==> src/rtl/seq_booth_mul_pkg.sv <==
// Shared types and helpers for the sequential Booth multiplier.
// Define SEQ_BOOTH_MUL_RADIX4_EN to build the radix-4 (modified Booth) variant.
package seq_booth_mul_pkg;

    typedef enum logic [1:0] {
        IDLE = 2'd0,
        RUN  = 2'd1,
        DONE = 2'd2
    } state_t;

    localparam logic [2:0] NONE = 3'd0;
    localparam logic [2:0] ADD1 = 3'd1;
    localparam logic [2:0] SUB1 = 3'd2;
    localparam logic [2:0] ADD2 = 3'd3;
    localparam logic [2:0] SUB2 = 3'd4;

`ifdef SEQ_BOOTH_MUL_RADIX4_EN
    localparam bit RADIX4 = 1'b1;
`else
    localparam bit RADIX4 = 1'b0;
`endif

    function automatic int steps(input int width, input bit radix4);
        return radix4 ? (width + 2) / 2 : width + 1;
    endfunction

endpackage

==> src/rtl/booth_recoder.sv <==
// Booth recoder: maps a 3-bit window {q1, q0, q_-1} to the signed addend 0/+-M/+-2M.
// Combinational, no backpressure; radix-2 callers duplicate q0 into q1.
module booth_recoder
    import seq_booth_mul_pkg::*;
#(
    parameter int WIDTH = 32,
    parameter int MW    = WIDTH + 1
) (
    input  logic [2:0]       win,
    input  logic [MW-1:0]    m,
    output logic [WIDTH+2:0] addend
);

    localparam int AW = WIDTH + 3;

    logic [2:0]    sel;
    logic [AW-1:0] m_ext;
    logic [AW-1:0] m_dbl;

    assign m_ext = {{(AW-MW){m[MW-1]}}, m};
    assign m_dbl = {m_ext[AW-2:0], 1'b0};

    // With q1 == q0 the table degenerates to the radix-2 rule (only +-M, never +-2M).
    always_comb begin
        sel = NONE;
        case (win)
            3'b001, 3'b010: sel = ADD1;
            3'b011:         sel = ADD2;
            3'b100:         sel = SUB2;
            3'b101, 3'b110: sel = SUB1;
            default:        sel = NONE;
        endcase
    end

    always_comb begin
        addend = '0;
        case (sel)
            ADD1:    addend = m_ext;
            SUB1:    addend = -m_ext;
            ADD2:    addend = m_dbl;
            SUB2:    addend = -m_dbl;
            default: addend = '0;
        endcase
    end

endmodule

==> src/rtl/seq_booth_mul.sv <==
// Iterative signed/unsigned Booth multiplier, radix-2 (radix-4 with SEQ_BOOTH_MUL_RADIX4_EN).
// Latency: done pulses STEPS edges after the accept edge (33 radix-2 / 17 radix-4 at WIDTH=32).
// Backpressure: start is ignored while busy; the caller stalls on busy.
module seq_booth_mul
    import seq_booth_mul_pkg::*;
#(
    parameter int WIDTH = 32
) (
    input  logic             clk,
    input  logic             clr,
    input  logic             start,
    input  logic             is_signed,
    input  logic [WIDTH-1:0] a,
    input  logic [WIDTH-1:0] b,
    output logic             busy,
    output logic             done,
    output logic [WIDTH-1:0] hi,
    output logic [WIDTH-1:0] lo
);

    localparam int EW    = RADIX4 ? WIDTH + 2 : WIDTH + 1;
    localparam int PW    = WIDTH + 3;
    localparam int SH    = RADIX4 ? 2 : 1;
    localparam int STEPS = steps(WIDTH, RADIX4);
    localparam int CW    = $clog2(STEPS + 1);
    localparam logic [CW-1:0] LAST = CW'(STEPS - 1);

    state_t state, nxt_state;
    logic   load, step, finish;

    logic [CW-1:0]      cnt;
    logic [EW-1:0]      m_reg, q_reg, a_ext, b_ext;
    logic [PW-1:0]      p_reg, addend;
    logic               qm1;
    logic [2:0]         win;
    logic signed [PW:0]    sum;
    logic signed [PW+EW:0] full;
    logic [PW+EW-1:0]   acc_nxt;

    assign a_ext = is_signed ? {{(EW-WIDTH){a[WIDTH-1]}}, a} : {{(EW-WIDTH){1'b0}}, a};
    assign b_ext = is_signed ? {{(EW-WIDTH){b[WIDTH-1]}}, b} : {{(EW-WIDTH){1'b0}}, b};

    assign win = RADIX4 ? {q_reg[1], q_reg[0], qm1} : {q_reg[0], q_reg[0], qm1};

    booth_recoder #(
        .WIDTH (WIDTH),
        .MW    (EW)
    ) u_recoder (
        .win    (win),
        .m      (m_reg),
        .addend (addend)
    );

    // One guard bit keeps the sum exact before the arithmetic shift drops it back to PW bits.
    assign sum     = {p_reg[PW-1], p_reg} + {addend[PW-1], addend};
    assign full    = {sum, q_reg};
    assign acc_nxt = (PW+EW)'(full >>> SH);

    always_ff @(posedge clk) begin
        if (clr) state <= IDLE;
        else     state <= nxt_state;
    end

    always_comb begin
        nxt_state = state;
        load      = 1'b0;
        step      = 1'b0;
        finish    = 1'b0;
        case (state)
            IDLE: begin
                if (start) begin
                    load      = 1'b1;
                    nxt_state = RUN;
                end
            end
            RUN: begin
                step = 1'b1;
                if (cnt == LAST) begin
                    finish    = 1'b1;
                    nxt_state = DONE;
                end
            end
            DONE: begin
                if (start) begin
                    load      = 1'b1;
                    nxt_state = RUN;
                end else begin
                    nxt_state = IDLE;
                end
            end
            default: nxt_state = IDLE;
        endcase
    end

    always_ff @(posedge clk) begin
        if (clr) begin
            m_reg <= '0;
            q_reg <= '0;
            p_reg <= '0;
            qm1   <= 1'b0;
            cnt   <= '0;
            hi    <= '0;
            lo    <= '0;
        end else begin
            if (load) begin
                m_reg <= a_ext;
                q_reg <= b_ext;
                p_reg <= '0;
                qm1   <= 1'b0;
                cnt   <= '0;
            end else if (step) begin
                p_reg <= acc_nxt[PW+EW-1:EW];
                q_reg <= acc_nxt[EW-1:0];
                qm1   <= q_reg[SH-1];
                cnt   <= cnt + 1'b1;
            end
            if (finish) begin
                {hi, lo} <= acc_nxt[2*WIDTH-1:0];
            end
        end
    end

    assign busy = (state == RUN);
    assign done = (state == DONE);

endmodule

==> config.mk <==
export PLATFORM = sky130hd
export DESIGN_NAME = seq_booth_mul
export DESIGN_NICKNAME = d
export VERILOG_FILES = /design/src/rtl/seq_booth_mul_pkg.sv /design/src/rtl/booth_recoder.sv /design/src/rtl/seq_booth_mul.sv
export SDC_FILE = /design/constraint.sdc
export NUM_CORES = 1
export LEC_CHECK = 0
export ABC_AREA = 1
export CAP_MARGIN = 10
export CORE_ASPECT_RATIO = 0.7
export CORE_MARGIN = 2
export CORE_UTILIZATION = 40
export CTS_CLUSTER_DIAMETER = 30
export CTS_CLUSTER_SIZE = 10
export DETAILED_ROUTE_END_ITERATION = 8
export SKIP_CTS_REPAIR_TIMING = 1
export SLEW_MARGIN = 20
export SYNTH_ARGS = -nofsm -noshare
export SYNTH_HDL_FRONTEND = slang
export SYNTH_SLANG_ARGS = --single-unit
==> constraint.sdc <==
create_clock -name clk -period 2.7 [get_ports clk]
set_input_delay 0.54 -clock clk [delete_from_list [all_inputs] [get_ports clk]]
set_output_delay 0.54 -clock clk [all_outputs]
set_load 0.05 [all_outputs]
==> impl_metrics.tcl <==
set metrics [dict create \
    outcome "finished, violations left" \
    violations "negative setup slack" \
    dpl.hpwl_microns 28030 \
    cp.required_ns 3.04 \
    worstSetupEndpointType "flip-flop" \
    syn_inst 1685 \
    path_clk_slew_ns 0.07 \
    worst_slack_ns -0.3645 \
    rsz0062_at_grt "true" \
    p_total_w 0.006946 \
    overflow 0 \
    dpl_cell_area_sq_mm 0.01391 \
    syn_area_sq_mm 0.01053 \
    grt_start_max_net_pins 58 \
    ys_ff_latch 174 \
    portBuffers 133 \
    seq_power_share_pct 40.3 \
    p_leak_nw 7.471 \
    yosysSeqAreaShare_pct 33.07 \
    nFillCells 2279 \
    path_buf_inv 2 \
    clk_path_buf_depth 2 \
    cts-root-buf "clkbuf_16" \
    p_clk_share_pct 35.1 \
    worst_pin_slew_ns 0.5963 \
    gp_congestion 0.9707 \
    cp_slowest_cell "dfxtp_2" \
    routed_wl_microns 38690 \
    num_vias 12213 \
    diodes 0 \
    p_comb_share_pct 24.6 \
    htree_levels 4 \
    slew_headroom_pct 60.21 \
    pwr_density_cell_mw_per_mm2 414.5 \
    viasPerCell 5.070 \
    route.detailed.drc 0 \
    ys_async_sr_fraction_pct 0 \
    vdd.ir_drop.worst_v 0.0004401 \
    synth_edf_count 0 \
    yosys.area.top_type_share_pct 33.07 \
    final_util_pct 64.92 \
    die_x_microns 198.0 \
    ant_nets 0 \
    min_period_ns 3.065 \
    hold_viol_final 0 \
    yosys-top-cells-area "dfxtp_1, nand2_1, nor2_1, inv_1, nand3_1" \
    worstPathArrival_ns 3.41 \
    syn_to_final_growth_pct 59.08 \
    crit_type "reg2reg" \
    yosys_warnings 0 \
    final_design_area_no_fill_sq_mm 0.01676 \
    syn_nets 1795 \
    clock.fmax_mhz 326.3 \
    cap_viol_max_count 0 \
    slowest_delay_ns 0.34 \
    crit_fanout 4 \
    placement.setup.worst_slack_ns -0.6301 \
    critPathMostFrequentCell "nand2_1" \
    multi_input_area_sq_mm 0.007930 \
    dieArea_sq_mm 0.02767 \
    drtIter0Drc 790 \
    yosys.area.top_type "dfxtp_1" \
    grt_usage_pct 25.97 \
    setup_viol 54 \
    io_pins 134 \
    start_kind "flip-flop" \
    cts_buffers 17 \
    crit_family "simple AND/OR/NAND/NOR gates" \
    post-synth-top-count-cell "nand2_1" \
    synth-compound-area-share_pct 13.65 \
    synthMuxAreaShare_pct 0 \
    largest_reg_flops 35 \
    initial_core_util_pct 40.81 \
    fp.dieH_microns 139.8 \
    drive_gt1_share_pct 33.72 \
    synth-adder-area-share_pct 5.060 \
    synthDistinctLibCells 42 \
    p_int_w 0.004694 \
    fp.coreArea_sq_mm 0.02581 \
    hold_path_class "in2reg" \
    first_pass_iters 6 \
    synth_common_cells "nand2_1, nor2_1, inv_1" \
    seqCellArea_sq_mm 0.003500 \
    antenna_found_initial 0 \
    clk_latency_ns 0.45 \
    syn_avg_cell_area_sq_um 6.252 \
    cts_tree "done" \
    yosys.area_share.simple_pct 36.50 \
    slew_violations 0 \
    grt_pass1_vias 10712 \
    skew_ns 0.01307 \
    grt_pass1_wl_microns 56820 \
    ys.flop_type "dfxtp_1" \
    final_nets 2149 \
    clock_sinks 174 \
    synth_top_family_by_area "simple AND/OR/NAND/NOR gates" \
    p_sw_w 0.002252 \
    fin_crit_sh_pct 113.5 \
    worstPathCellList "inv_4, ha_4, nand4_4, nor2_4, nand2_2, nor2_4, nand2_4, o21ai_2, nand3_2, a21oi_4, ha_4, nand2_2, nor2_1, o21ai_1, nand2_1, a21oi_2, nand2_1, nand2_1, nand3_1, nand2_1, inv_1" \
    switching_share_pct 32.42 \
    dp.cells 2348 \
    final_cells 2409 \
    routedWlPerCell_microns 16.06 \
    row_count 49 \
    synthXorXnorAreaFrac_pct 1.413 \
]
## logic make-up (layout without fill, tap and decap cells)
kind of cell,count (synthesis),after routing
adder cells (fa/ha/maj),42,42
AND/OR/NAND/NOR,910,910
XOR/XNOR,17,17
flip-flops,174,174
buffers and inverters,282,649
AO/OA/AOI/OAI,260,260
## worst paths after layout
check                               start         to  slack, ns  cells after the start
worst max-delay path             m_reg[1]  p_reg[28]      -0.36                     21
worst min-delay path                  clr   q_reg[0]       0.42                      2
worst max register to register   m_reg[1]  p_reg[28]      -0.36                     21
worst min register to register  q_reg[10]      lo[9]       0.46                      2
## cell type report
class | count | share of cell area, %
multi-input cells | 1229 | 47.32
inverters | 215 | 4.920
repair buffers | 400 | 20.81
clock inverters | 14 | 0.7093
clock buffers | 18 | 2.621
well taps | 357 | 2.666
repair inverters | 2 | 0.06720
flip-flops and latches | 174 | 20.88
## metrics by stage
stage | setup TNS (ns) | hold slack (ns)
floorplan | 0 | 0.4354
CTS | -25.36 | 0.4204
global placement | -20.92 | 0.4536
global route | -21.42 | 0.4504
finish | -12.00 | 0.4202
detailed placement | -23.81 | 0.4547
## worst register-to-register path: cells and delay by family (launching register included)
kind            cells  cell delay [ns]
compound gates      4             0.69
fa+ha+maj           2             0.40
simple gates       13             1.43
buf+inv             2             0.11
flops               1             0.34
## power groups by stage
stage          clock, W  sequential [W]  combinational (W)
2_1_floorplan         0         0.00281           0.000702
3_3_place_gp          0         0.00283            0.00137
3_5_place_dp          0         0.00283            0.00138
4_1_cts         0.00249         0.00277            0.00138
5_1_grt         0.00259         0.00281            0.00185
6_report        0.00244         0.00280            0.00171
## placed cells by master (no fill, tap or decap), types with 34 or more instances in the layout
master / instances
inv_1: 175
nor2_1: 174
dfxtp_1: 165
nand2_1: 379
o21ai_0: 56
nand2_2: 72
nand2_4: 36
buf_4: 242
a31oi_1: 41
nor2_4: 38
clkdlybuf4s50_1: 131
a21oi_1: 41
inv_2: 34
nand3_1: 102
## metal layers
metal / global-route usage, % / part of all wire [%] / vias up
met1: 41.55 / 50 / 5651
met3: 4.799 / 7.2 / 39
met5: 0 / 0 / -
met4: 5.817 / 1.3 / 0
li1: - / - / 6115
met2: 35.01 / 41 / 408
Note: power is estimated with default switching activity, not from simulation.
